### src/rtl/riscv_pkg.sv
// Shared pipeline definitions: datapath widths, ALU opcode encoding, and the
// control bundle carried from ID into EX.
package riscv_pkg;

    localparam int XLEN     = 32;
    localparam int REG_ID_W = 6;
    localparam int CNT_W    = 16;

    typedef enum logic [3:0] {
        ALU_ADD  = 4'd0,
        ALU_SUB  = 4'd1,
        ALU_SLL  = 4'd2,
        ALU_SLT  = 4'd3,
        ALU_SLTU = 4'd4,
        ALU_XOR  = 4'd5,
        ALU_SRL  = 4'd6,
        ALU_SRA  = 4'd7,
        ALU_OR   = 4'd8,
        ALU_AND  = 4'd9,
        ALU_LUI  = 4'd10,
        ALU_PASS = 4'd11
    } alu_op_e;

    typedef struct packed {
        logic    reg_write;
        logic    mem_read;
        logic    mem_write;
        logic    mem_to_reg;
        logic    alu_src;
        alu_op_e alu_op;
    } ex_ctrl_t;

    localparam ex_ctrl_t EX_CTRL_NOP = ex_ctrl_t'('0);

    // Event counters stick at all-ones instead of wrapping.
    function automatic logic [CNT_W-1:0] sat_inc(input logic [CNT_W-1:0] v);
        return (&v) ? v : v + CNT_W'(1);
    endfunction

endpackage

### src/rtl/id_ex_stage_reg_if.sv
// ID/EX boundary bundle: decoded ID fields and hazard controls in, registered
// EX fields, stall indications and event counters out.
interface id_ex_stage_reg_if #(
    parameter int XLEN     = riscv_pkg::XLEN,
    parameter int REG_ID_W = riscv_pkg::REG_ID_W
);
    logic                id_valid;
    logic [REG_ID_W-1:0] id_rs1;
    logic [REG_ID_W-1:0] id_rs2;
    logic [REG_ID_W-1:0] id_rd;
    logic                id_reg_write;
    logic                id_mem_read;
    logic                id_mem_write;
    logic                id_mem_to_reg;
    logic                id_alu_src;
    logic [3:0]          id_alu_op;
    logic [XLEN-1:0]     id_rs1_data;
    logic [XLEN-1:0]     id_rs2_data;
    logic [XLEN-1:0]     id_imm;
    logic [XLEN-1:0]     id_pc;
    logic                flush;
    logic                ex_stall;

    logic                ex_valid;
    logic [REG_ID_W-1:0] ex_rs1;
    logic [REG_ID_W-1:0] ex_rs2;
    logic [REG_ID_W-1:0] ex_rd;
    logic                ex_reg_write;
    logic                ex_mem_read;
    logic                ex_mem_write;
    logic                ex_mem_to_reg;
    logic                ex_alu_src;
    logic [3:0]          ex_alu_op;
    logic [XLEN-1:0]     ex_rs1_data;
    logic [XLEN-1:0]     ex_rs2_data;
    logic [XLEN-1:0]     ex_imm;
    logic [XLEN-1:0]     ex_pc;
    logic                id_stall;
    logic                load_use_stall;
    logic [15:0]         bubble_count;
    logic [15:0]         flush_count;

    modport master (
        output id_valid, id_rs1, id_rs2, id_rd, id_reg_write, id_mem_read,
               id_mem_write, id_mem_to_reg, id_alu_src, id_alu_op,
               id_rs1_data, id_rs2_data, id_imm, id_pc, flush, ex_stall,
        input  ex_valid, ex_rs1, ex_rs2, ex_rd, ex_reg_write, ex_mem_read,
               ex_mem_write, ex_mem_to_reg, ex_alu_src, ex_alu_op,
               ex_rs1_data, ex_rs2_data, ex_imm, ex_pc, id_stall,
               load_use_stall, bubble_count, flush_count
    );

    modport slave (
        input  id_valid, id_rs1, id_rs2, id_rd, id_reg_write, id_mem_read,
               id_mem_write, id_mem_to_reg, id_alu_src, id_alu_op,
               id_rs1_data, id_rs2_data, id_imm, id_pc, flush, ex_stall,
        output ex_valid, ex_rs1, ex_rs2, ex_rd, ex_reg_write, ex_mem_read,
               ex_mem_write, ex_mem_to_reg, ex_alu_src, ex_alu_op,
               ex_rs1_data, ex_rs2_data, ex_imm, ex_pc, id_stall,
               load_use_stall, bubble_count, flush_count
    );

endinterface

### src/rtl/id_ex_stage_reg_load_use_detector.sv
// Combinational load-use hazard check between the load sitting in EX and the
// instruction waiting in ID.
module load_use_detector #(
    parameter int REG_ID_W = riscv_pkg::REG_ID_W
) (
    input  logic                ex_valid,
    input  logic                ex_mem_read,
    input  logic [REG_ID_W-1:0] ex_rd,
    input  logic                id_valid,
    input  logic [REG_ID_W-1:0] id_rs1,
    input  logic [REG_ID_W-1:0] id_rs2,
    input  logic                flush,
    input  logic                ex_stall,
    output logic                load_use_stall
);

    logic rd_nonzero;
    logic rd_match;

    // x0 is never a real destination, so a load to it cannot create a hazard.
    assign rd_nonzero = |ex_rd;
    assign rd_match   = (ex_rd == id_rs1) || (ex_rd == id_rs2);

    assign load_use_stall = ex_valid && ex_mem_read && rd_nonzero && id_valid &&
                            rd_match && !flush && !ex_stall;

endmodule

### src/rtl/id_ex_stage_reg.sv
// ID/EX pipeline register with flush, downstream hold, load-use bubble
// insertion and saturating bubble/flush event counters.
module id_ex_stage_reg #(
    parameter int XLEN     = riscv_pkg::XLEN,
    parameter int REG_ID_W = riscv_pkg::REG_ID_W
) (
    input logic               clk,
    input logic               reset_n,
    id_ex_stage_reg_if.slave  bus
);
    import riscv_pkg::*;

    ex_ctrl_t            id_ctrl;
    ex_ctrl_t            ex_ctrl_q;
    logic                ex_valid_q;
    logic [REG_ID_W-1:0] ex_rs1_q;
    logic [REG_ID_W-1:0] ex_rs2_q;
    logic [REG_ID_W-1:0] ex_rd_q;
    logic [XLEN-1:0]     ex_rs1_data_q;
    logic [XLEN-1:0]     ex_rs2_data_q;
    logic [XLEN-1:0]     ex_imm_q;
    logic [XLEN-1:0]     ex_pc_q;
    logic [CNT_W-1:0]    bubble_cnt;
    logic [CNT_W-1:0]    flush_cnt;
    logic                load_use;

    load_use_detector #(.REG_ID_W(REG_ID_W)) u_load_use_detector (
        .ex_valid       (ex_valid_q),
        .ex_mem_read    (ex_ctrl_q.mem_read),
        .ex_rd          (ex_rd_q),
        .id_valid       (bus.id_valid),
        .id_rs1         (bus.id_rs1),
        .id_rs2         (bus.id_rs2),
        .flush          (bus.flush),
        .ex_stall       (bus.ex_stall),
        .load_use_stall (load_use)
    );

    // An invalid ID slot enters EX with all controls quiet.
    always_comb begin
        id_ctrl = EX_CTRL_NOP;
        if (bus.id_valid) begin
            id_ctrl.reg_write  = bus.id_reg_write;
            id_ctrl.mem_read   = bus.id_mem_read;
            id_ctrl.mem_write  = bus.id_mem_write;
            id_ctrl.mem_to_reg = bus.id_mem_to_reg;
            id_ctrl.alu_src    = bus.id_alu_src;
            id_ctrl.alu_op     = alu_op_e'(bus.id_alu_op);
        end
    end

    always_ff @(posedge clk or negedge reset_n) begin
        if (!reset_n) begin
            ex_valid_q    <= 1'b0;
            ex_ctrl_q     <= EX_CTRL_NOP;
            ex_rs1_q      <= '0;
            ex_rs2_q      <= '0;
            ex_rd_q       <= '0;
            ex_rs1_data_q <= '0;
            ex_rs2_data_q <= '0;
            ex_imm_q      <= '0;
            ex_pc_q       <= '0;
            bubble_cnt    <= '0;
            flush_cnt     <= '0;
        end else if (bus.flush) begin
            // Data fields are left as-is; with valid and controls cleared they are inert.
            ex_valid_q <= 1'b0;
            ex_ctrl_q  <= EX_CTRL_NOP;
            flush_cnt  <= sat_inc(flush_cnt);
        end else if (bus.ex_stall) begin
            ex_valid_q <= ex_valid_q;
        end else if (load_use) begin
            ex_valid_q <= 1'b0;
            ex_ctrl_q  <= EX_CTRL_NOP;
            ex_rd_q    <= '0;
            bubble_cnt <= sat_inc(bubble_cnt);
        end else begin
            ex_valid_q    <= bus.id_valid;
            ex_ctrl_q     <= id_ctrl;
            ex_rs1_q      <= bus.id_rs1;
            ex_rs2_q      <= bus.id_rs2;
            ex_rd_q       <= bus.id_rd;
            ex_rs1_data_q <= bus.id_rs1_data;
            ex_rs2_data_q <= bus.id_rs2_data;
            ex_imm_q      <= bus.id_imm;
            ex_pc_q       <= bus.id_pc;
        end
    end

    assign bus.ex_valid       = ex_valid_q;
    assign bus.ex_rs1         = ex_rs1_q;
    assign bus.ex_rs2         = ex_rs2_q;
    assign bus.ex_rd          = ex_rd_q;
    assign bus.ex_reg_write   = ex_ctrl_q.reg_write;
    assign bus.ex_mem_read    = ex_ctrl_q.mem_read;
    assign bus.ex_mem_write   = ex_ctrl_q.mem_write;
    assign bus.ex_mem_to_reg  = ex_ctrl_q.mem_to_reg;
    assign bus.ex_alu_src     = ex_ctrl_q.alu_src;
    assign bus.ex_alu_op      = ex_ctrl_q.alu_op;
    assign bus.ex_rs1_data    = ex_rs1_data_q;
    assign bus.ex_rs2_data    = ex_rs2_data_q;
    assign bus.ex_imm         = ex_imm_q;
    assign bus.ex_pc          = ex_pc_q;
    assign bus.load_use_stall = load_use;
    assign bus.id_stall       = load_use || bus.ex_stall;
    assign bus.bubble_count   = bubble_cnt;
    assign bus.flush_count    = flush_cnt;

endmodule

### src/flat_wrapper.sv
// flat-port wrapper written by rule: the top's interface ports become plain ports
module id_ex_stage_reg_flat import riscv_pkg::*;
#(
    parameter int XLEN     = riscv_pkg::XLEN,
    parameter int REG_ID_W = riscv_pkg::REG_ID_W
)
  (clk, reset_n, bus_id_valid, bus_id_rs1, bus_id_rs2, bus_id_rd, bus_id_reg_write, bus_id_mem_read, bus_id_mem_write, bus_id_mem_to_reg, bus_id_alu_src, bus_id_alu_op, bus_id_rs1_data, bus_id_rs2_data, bus_id_imm, bus_id_pc, bus_flush, bus_ex_stall, bus_ex_valid, bus_ex_rs1, bus_ex_rs2, bus_ex_rd, bus_ex_reg_write, bus_ex_mem_read, bus_ex_mem_write, bus_ex_mem_to_reg, bus_ex_alu_src, bus_ex_alu_op, bus_ex_rs1_data, bus_ex_rs2_data, bus_ex_imm, bus_ex_pc, bus_id_stall, bus_load_use_stall, bus_bubble_count, bus_flush_count);
  id_ex_stage_reg_if #(.XLEN(XLEN), .REG_ID_W(REG_ID_W)) bus_i ();
  input logic clk;
  input logic reset_n;
  input wire logic [$bits(bus_i.id_valid)-1:0] bus_id_valid;
  input wire logic [$bits(bus_i.id_rs1)-1:0] bus_id_rs1;
  input wire logic [$bits(bus_i.id_rs2)-1:0] bus_id_rs2;
  input wire logic [$bits(bus_i.id_rd)-1:0] bus_id_rd;
  input wire logic [$bits(bus_i.id_reg_write)-1:0] bus_id_reg_write;
  input wire logic [$bits(bus_i.id_mem_read)-1:0] bus_id_mem_read;
  input wire logic [$bits(bus_i.id_mem_write)-1:0] bus_id_mem_write;
  input wire logic [$bits(bus_i.id_mem_to_reg)-1:0] bus_id_mem_to_reg;
  input wire logic [$bits(bus_i.id_alu_src)-1:0] bus_id_alu_src;
  input wire logic [$bits(bus_i.id_alu_op)-1:0] bus_id_alu_op;
  input wire logic [$bits(bus_i.id_rs1_data)-1:0] bus_id_rs1_data;
  input wire logic [$bits(bus_i.id_rs2_data)-1:0] bus_id_rs2_data;
  input wire logic [$bits(bus_i.id_imm)-1:0] bus_id_imm;
  input wire logic [$bits(bus_i.id_pc)-1:0] bus_id_pc;
  input wire logic [$bits(bus_i.flush)-1:0] bus_flush;
  input wire logic [$bits(bus_i.ex_stall)-1:0] bus_ex_stall;
  output wire logic [$bits(bus_i.ex_valid)-1:0] bus_ex_valid;
  output wire logic [$bits(bus_i.ex_rs1)-1:0] bus_ex_rs1;
  output wire logic [$bits(bus_i.ex_rs2)-1:0] bus_ex_rs2;
  output wire logic [$bits(bus_i.ex_rd)-1:0] bus_ex_rd;
  output wire logic [$bits(bus_i.ex_reg_write)-1:0] bus_ex_reg_write;
  output wire logic [$bits(bus_i.ex_mem_read)-1:0] bus_ex_mem_read;
  output wire logic [$bits(bus_i.ex_mem_write)-1:0] bus_ex_mem_write;
  output wire logic [$bits(bus_i.ex_mem_to_reg)-1:0] bus_ex_mem_to_reg;
  output wire logic [$bits(bus_i.ex_alu_src)-1:0] bus_ex_alu_src;
  output wire logic [$bits(bus_i.ex_alu_op)-1:0] bus_ex_alu_op;
  output wire logic [$bits(bus_i.ex_rs1_data)-1:0] bus_ex_rs1_data;
  output wire logic [$bits(bus_i.ex_rs2_data)-1:0] bus_ex_rs2_data;
  output wire logic [$bits(bus_i.ex_imm)-1:0] bus_ex_imm;
  output wire logic [$bits(bus_i.ex_pc)-1:0] bus_ex_pc;
  output wire logic [$bits(bus_i.id_stall)-1:0] bus_id_stall;
  output wire logic [$bits(bus_i.load_use_stall)-1:0] bus_load_use_stall;
  output wire logic [$bits(bus_i.bubble_count)-1:0] bus_bubble_count;
  output wire logic [$bits(bus_i.flush_count)-1:0] bus_flush_count;
  assign bus_i.id_valid = bus_id_valid;
  assign bus_i.id_rs1 = bus_id_rs1;
  assign bus_i.id_rs2 = bus_id_rs2;
  assign bus_i.id_rd = bus_id_rd;
  assign bus_i.id_reg_write = bus_id_reg_write;
  assign bus_i.id_mem_read = bus_id_mem_read;
  assign bus_i.id_mem_write = bus_id_mem_write;
  assign bus_i.id_mem_to_reg = bus_id_mem_to_reg;
  assign bus_i.id_alu_src = bus_id_alu_src;
  assign bus_i.id_alu_op = bus_id_alu_op;
  assign bus_i.id_rs1_data = bus_id_rs1_data;
  assign bus_i.id_rs2_data = bus_id_rs2_data;
  assign bus_i.id_imm = bus_id_imm;
  assign bus_i.id_pc = bus_id_pc;
  assign bus_i.flush = bus_flush;
  assign bus_i.ex_stall = bus_ex_stall;
  assign bus_ex_valid = bus_i.ex_valid;
  assign bus_ex_rs1 = bus_i.ex_rs1;
  assign bus_ex_rs2 = bus_i.ex_rs2;
  assign bus_ex_rd = bus_i.ex_rd;
  assign bus_ex_reg_write = bus_i.ex_reg_write;
  assign bus_ex_mem_read = bus_i.ex_mem_read;
  assign bus_ex_mem_write = bus_i.ex_mem_write;
  assign bus_ex_mem_to_reg = bus_i.ex_mem_to_reg;
  assign bus_ex_alu_src = bus_i.ex_alu_src;
  assign bus_ex_alu_op = bus_i.ex_alu_op;
  assign bus_ex_rs1_data = bus_i.ex_rs1_data;
  assign bus_ex_rs2_data = bus_i.ex_rs2_data;
  assign bus_ex_imm = bus_i.ex_imm;
  assign bus_ex_pc = bus_i.ex_pc;
  assign bus_id_stall = bus_i.id_stall;
  assign bus_load_use_stall = bus_i.load_use_stall;
  assign bus_bubble_count = bus_i.bubble_count;
  assign bus_flush_count = bus_i.flush_count;
  id_ex_stage_reg #(.XLEN(XLEN), .REG_ID_W(REG_ID_W)) u_core (.clk(clk), .reset_n(reset_n), .bus(bus_i));
endmodule
### config.mk
export PLATFORM = sky130hd
export DESIGN_NAME = id_ex_stage_reg_flat
export DESIGN_NICKNAME = d
export VERILOG_FILES = /design/src/rtl/riscv_pkg.sv /design/src/rtl/id_ex_stage_reg_if.sv /design/src/rtl/id_ex_stage_reg_load_use_detector.sv /design/src/rtl/id_ex_stage_reg.sv /design/src/flat_wrapper.sv
export SDC_FILE = /design/constraint.sdc
export NUM_CORES = 1
export LEC_CHECK = 0
export CAP_MARGIN = 30
export CORE_ASPECT_RATIO = 0.7
export CORE_MARGIN = 5
export CORE_UTILIZATION = 35
export DETAILED_ROUTE_END_ITERATION = 16
export MAX_ROUTING_LAYER = met4
export PLACE_DENSITY = 0.72
export SLEW_MARGIN = 10
export SYNTH_ARGS = -nofsm -noshare
export SYNTH_HDL_FRONTEND = slang
export SYNTH_SLANG_ARGS = --single-unit
### constraint.sdc
create_clock -name clk -period 1.94 [get_ports clk]
set_clock_uncertainty 0.1 [all_clocks]
set_input_delay 0.388 -clock clk [delete_from_list [all_inputs] [get_ports clk]]
set_output_delay 0.388 -clock clk [all_outputs]
set_load 0.01 [all_outputs]
======== Word-level counts from Yosys, hierarchy flattened ========
Cells that the tools add are included.
storage, ports and cells
  input port bits ......................... 160
  bits in latches ......................... 0
  ROM bits ................................ 0
  register bits ........................... 188
  memories ................................ 0
  memory bits (writable) .................. 0
operators by class
  bitwise operators ....................... 5
  div/mod/pow operators ................... 0
  reduce and logical (&&, ||, !) cells .... 17
  order comparisons ....................... 0
  multiply operators ...................... 0
  mux-type cells .......................... 8
  $add $sub $neg .......................... 2
  equal/unequal tests ..................... 3
  shift operators ......................... 0
operator list
  cell                   count
  $mux 9                 4
  $add 16x1->16 const B  2
  $reduce_and 16->1      2
  $eq 6x6->1             2
  $logic_and 1x1->1      6
  $mux 6                 1
  $reduce_or 6->1        1
  $not 1->1              5
  $reduce_and 2->1       2
  $reduce_and 4->1       1
  $mux 1                 3
  $reduce_and 3->1       1
  $logic_not 1->1        2
  $logic_or 1x1->1       2
  $ne 2x2->1 const B     1

======== Longest topological paths before layout ========
  word-level depth ........................ 9
  depth in mapped cells ................... 8

======== By module ========
From an unflattened synthesis, not the netlist that was laid out.
second synthesis, totals
  cells, all modules ...................... 502
  area, all modules ....................... 7,490.9 µm²
modules (own cells, without submodules)
  module             area each (µm²)  instances  cells an instance
  id_ex_stage_reg    7,327.0          1          481
  load_use_detector  163.9            1          21

======== Worst setup path after synthesis ========
No wires, ideal clock.
  path kind ............................... register -> output
  start ................................... reg u_core.ex_rd_q[2], in the netlist u_core.bus.ex_rd[2]
  end ..................................... out bus_id_stall
  stages on the path, launching flop included .. 7
  arrival time ............................ 1.729 ns
  slack ................................... -0.277 ns
  buffers on the path ..................... 1
  cell sequence ........................... dfrtp_1 -> xor2_1 -> nor4_2 -> a22oi_2 -> clkbuf_1 -> nor2_1 -> a21o_1
on the way
  longest elaborated chain between the ends .. 7
  elaborated cells between the ends (all ways) .. 10
ends and longest elaborated chain
  element                              line                                     text
  from (decl)                          id_ex_stage_reg.sv:18                    logic [REG_ID_W-1:0] ex_rd_q;
  from (signal assigned)               id_ex_stage_reg.sv:82                    ex_rd_q <= bus.id_rd;
  $reduce_or 6->1                      id_ex_stage_reg_load_use_detector.sv:21  assign rd_nonzero = |ex_rd;
  $logic_and 1x1->1 (2 in series)      id_ex_stage_reg_load_use_detector.sv:24  assign load_use_stall = ex_valid && ex_mem_read && rd_nonzero && id_valid &&
  $logic_and 1x1->1 (*)                id_ex_stage_reg_load_use_detector.sv:24
  $logic_and 1x1->1 (*) (2 in series)  id_ex_stage_reg_load_use_detector.sv:25  rd_match && !flush && !ex_stall;
  $logic_or 1x1->1 (*)                 id_ex_stage_reg.sv:105                   assign bus.id_stall = load_use || bus.ex_stall;
  to (decl)                            flat_wrapper.sv:41                       output wire logic [$bits(bus_i.id_stall)-1:0] bus_id_stall;
Mark *: on every way between the ends. The rest lies on a longest branch, timed or not.

======== Worst setup path after layout ========
  start ................................... in bus_id_rs1[0]
  end ..................................... reg u_core.ex_pc_q[12], in the netlist u_core.bus.ex_pc[12]
on the way
  longest elaborated chain between the ends .. 7
ends and longest elaborated chain
  element                          line                                     text
  from (decl)                      flat_wrapper.sv:12                       input wire logic [$bits(bus_i.id_rs1)-1:0] bus_id_rs1;
  $eq 6x6->1                       id_ex_stage_reg_load_use_detector.sv:22  assign rd_match = (ex_rd == id_rs1) || (ex_rd == id_rs2);
  $logic_or 1x1->1                 id_ex_stage_reg_load_use_detector.sv:22
  $logic_and 1x1->1                id_ex_stage_reg_load_use_detector.sv:24
  $logic_and 1x1->1 (2 in series)  id_ex_stage_reg_load_use_detector.sv:25
  $not 1->1 (no line)              n/a
  $reduce_and 3->1 (no line)       n/a
  to (signal assigned)             id_ex_stage_reg.sv:86                    ex_pc_q <= bus.id_pc;
  to (decl)                        id_ex_stage_reg.sv:22                    logic [XLEN-1:0] ex_pc_q;
Every way passes these cells.
A chain may end at the register's enable or synchronous reset.

==> summary.md <==
| Metric | Value |
|---|---|
| Result of the run | `finished, violations left` |
| Violations in the final reports | `setup timing` |
| Share of total power consumed by net switching | `26.0%` |
| Total clock sinks | `188` |
| Worst-path fanout max | `8` |
| Total die area | `25700 um^2` |
| Row count | `46` |
| Beginning of the worst register-to-register path | `u_core.bus.ex_rd[5]` |
| Post-synthesis net count | `679` |
| Tmin final | `2.41 ns` |
| Power density over the cells | `approximately 850 nW/um^2` |
| Sequential share of power | `40.9%` |
| Min-delay src | `bus_id_rs1[1]` |
| Share of the synthesized area in the top cell type | `between 50% and 60%` |
| Combinational share of power | `26.9%` |
| Unrepaired setup endpoints after global routing | `true` |
| Syn Std Cell Area | `a little under 8000 um^2` |
| Number of placed cells counting well taps | `1200` |
| Chip height | `~140 um` |
| Final weighted congestion in routability-driven placement | `0.824` |
| Ordered cell list for the critical path | `clkdlybuf4s50_1 -> xor2_2 -> nor4_2 -> a22oi_2 -> buf_6 -> o21a_4 -> buf_12 -> bufbuf_16 -> mux2_4` |
| Effective utilization at floorplan | `35.2%` |
| I/O pins | `350` |
| Measured slew at the worst slew-check pin | `0.917 ns` |
| Final worst setup slack | `-0.468 ns` |
| Worst VDD drop | `between 0.5 and 0.6 mV` |
| Cell leakage power | `6.39 nW` |
| Fraction of layout cells with a size suffix above 1 | `33.2%` |
| Leading cell types by total area after synthesis | `dfrtp_1, mux2_4, mux2_2` |
| Fin. max-slew vios | `0` |
| Final-report hold violation count | `0` |
| Critical Path Sink Type | `flip-flop` |
| Post-synthesis sequential area ratio | `59.5%` |
| Most common flop cell mapped by yosys | `dfrtp_1` |
| Total Nets Final | `1133` |
| Count of maximum capacitance violations | `0` |
| Count of state elements after synthesis | `188` |
| Drt first pass iters | `4` |
| Netlist cell types | `36` |
| Number of synthesis warnings | `0` |
| R2r setup slk | `-0.46 ns` |
| Period utilisation layout | `124%` |
| Clock tree from TritonCTS | `done` |
| Longest individual stage delay on the worst path | `0.46 ns` |
| Required time of the critical path | `~2.2 ns` |
| DR vias/cell | `4.75` |
| CTS max path bufs | `2` |
| Met2 Routed Length | `12.2 mm` |
| Library cell contributing the largest single delay on the critical path | `clkdlybuf4s50_1` |
| Number of enable flip-flop cells after synthesis | `0` |
| Share of total power in the clock network | `32.2%` |
| Highest clock frequency the design can meet | `415 MHz` |
| Kind of critical path | `input port to flip-flop` |
| Top layer reached by signal wires | `met4` |
| Master cell of the clock root buffer | `clkbuf_16` |
| Total met3 wirelength after detailed routing | `1.59 mm` |
| Via count of the routed design | `6046` |
| Detailed-route DRC error count | `0` |
| Internal | `approximately 8.7 mW` |
| Via count of the first global-routing pass | `roughly 6500` |
| Number of instances in the synthesized netlist | `517` |
| Wire length on met1 | `approximately 11 mm` |
| Clk pin slew, worst setup/hold paths | `0.07 ns` |
| Arrival time of the worst setup path | `between 2 and 3 ns` |
| Area growth syn-to-layout | `74.5%` |
| Non-filler cells in the finished layout | `1273` |
| Worst slew margin relative to its limit | `between 30% and 40%` |
| First-pass GRT wire length | `37.8 mm` |
| Total Routing Usage GR | `19.5%` |
| Wire length per cell after detailed routing | `between 15 and 20 um` |
| Post-synthesis average cell area | `around 15 um^2` |
| Largest net degree at the start of global routing | `45` |
| Total routed wirelength | `25.3 mm` |
| Die span in x | `190 um` |
| H-tree lvl count | `4` |
| Initial antenna violation count | `1` |
| Detail Placement HPWL | `18.2 mm` |
| Cell taking the most area after synthesis | `dfrtp_1` |
| Psw | `3.06 mW` |
| Final setup violating endpoints | `168` |
| Inserted Clock Buffers | `17` |
| Fraction of synthesis flops using an asynchronous set or reset pin | `100%` |
| Port Buffer Count | `349` |
| Layout fillers | `1731` |
| Core area | `22400 um^2` |
| Initial drt markers | `247` |
| Worst Hold Class | `input port to flip-flop` |
| Beginning of the critical path | `bus_id_rs1[0]` |
| Worst hold slack | `0.343 ns` |
| Remaining global-route overflow | `0` |
| Detail Route Antenna Nets | `0` |
| CP Launch Type | `input port` |
| Latest clock arrival within the worst-skew pair | `about 0.43 ns` |
## cells by family (layout without fill, tap and decap cells)
| group | after synthesis | in the layout | synth area share [%] |
|---|---|---|---|
| mux | 144 | 144 | 24.8 |
| xor+xnor | 39 | 39 | 4.32 |
| fa+ha+maj | 2 | 2 | 0.317 |
| other cells | 0 | 1 | 0 |
| flops | 188 | 188 | 59.5 |
| simple gates | 92 | 92 | 6.16 |
| buf+inv | 24 | 491 | 2.20 |
| compound gates | 28 | 28 | 2.68 |
## metal layers
layer	track usage (%)	vias up
li1	-	2755
met1	25.3	3056
met2	31.0	214
met3	5.26	21
met4	4.10	0
met5	-	-
## layout by cell type, fill, tap and decap left out, types with 3 or more instances in the layout
| master | n |
|---|---|
| and4_1 | 4 |
| nand4_1 | 10 |
| buf_6 | 23 |
| clkdlybuf4s50_1 | 315 |
| dfrtp_2 | 10 |
| mux2_2 | 51 |
| and3_1 | 3 |
| dlymetal6s2s_1 | 8 |
| o21ai_0 | 7 |
| dfrtp_1 | 178 |
| xor2_2 | 3 |
| buf_12 | 16 |
| dlygate4sd2_1 | 23 |
| a32o_1 | 9 |
| nor2_1 | 7 |
| a21oi_1 | 3 |
| inv_6 | 4 |
| xor2_1 | 27 |
| xnor2_1 | 9 |
| nand3_1 | 10 |
| nor3_4 | 8 |
| nor4_4 | 7 |
| buf_4 | 57 |
| mux2_4 | 93 |
| nand2b_1 | 3 |
| bufinv_16 | 4 |
| buf_8 | 5 |
| buf_16 | 3 |
| clkbuf_16 | 19 |
| nand2_1 | 27 |
## what timing repair did
action | 4_1_cts | 5_1_grt
cloned | 4 | 2
endpoints found under the hold margin | 36 | 0
pin swaps | 25 | 28
setup buffers | 17 | 19
gates resized for setup | 86 | 47
endpoints found under the setup margin | 190 | 182
hold buffers | 1 | 0
## worst max-delay path: cells and delay by family
| family | cells | cell delay [ns] |
|---|---|---|
| muxes | 1 | 0.29 |
| buffers and inverters | 4 | 1.05 |
| xor gates and xnor gates | 1 | 0.20 |
| AOI/OAI and AO/OA | 2 | 0.39 |
| and+or+nand+nor | 1 | 0.28 |
## Yosys cell counts (all sizes together) (4+ instances only)
cell / number
buf: 18
nor4: 9
nor2: 9
a32o: 9
and4: 4
clkbuf: 5
xnor2: 9
nand3: 10
o21ai: 8
xor2: 30
mux2: 144
nand2: 27
nor3: 10
nand4: 10
dfrtp: 188
## through the flow
step | TNS, ns | power [mW] | setup slack [ns] | util [%] | area (um^2)
global route | -72.98 | 12.3 | -0.547 | 61.4 | 13800
floorplan | -26.30 | 5.96 | -0.218 | - | 7930
finish | -59.24 | 11.8 | -0.468 | 61.4 | 13800
CTS | -57.52 | 11.8 | -0.464 | 59.9 | 13400
global placement | -107.94 | 7.77 | -0.831 | 54.8 | 12300
detailed placement | -113.23 | 7.83 | -0.835 | 54.8 | 12300
## layout make-up
| cell class | instances | area (um^2) | share of cell area, % |
|---|---|---|---|
| timing repair buffer | 458 | 4770 | 34.6 |
| sequential | 188 | 4720 | 34.2 |
| multi-input combinational | 305 | 3310 | 24.0 |
| clock buffer | 18 | 429 | 3.11 |
| tap | 288 | 360 | 2.61 |
| clock inverter | 14 | 204 | 1.48 |
| inverter | 1 | 3.75 | 0.0272 |
| antenna | 1 | 2.50 | 0.0181 |
## worst paths after layout
path                                        endpoint  depth (start not counted)
max in group asynchronous  u_core.bus.ex_rs1_data[9]                          3
min reg2reg                  u_core.bus.ex_alu_op[0]                          1
min in group asynchronous  u_core.bus.flush_count[1]                          2
max                             u_core.bus.ex_pc[12]                          9
max reg2reg                     u_core.bus.ex_pc[12]                          8
min                             u_core.bus.ex_rs1[1]                          2
## power groups by stage
stage / combinational (mW) / sequential [mW] / clock (mW)
after CTS: 3.06 / 4.82 / 3.88
after detailed placement: 2.94 / 4.89 / 0
after floorplan: 0.869 / 5.09 / 0
after global routing: 3.35 / 4.88 / 4.05
after global placement: 2.90 / 4.86 / 0
final: 3.17 / 4.80 / 3.78
Note: power is estimated with default switching activity, not from simulation.
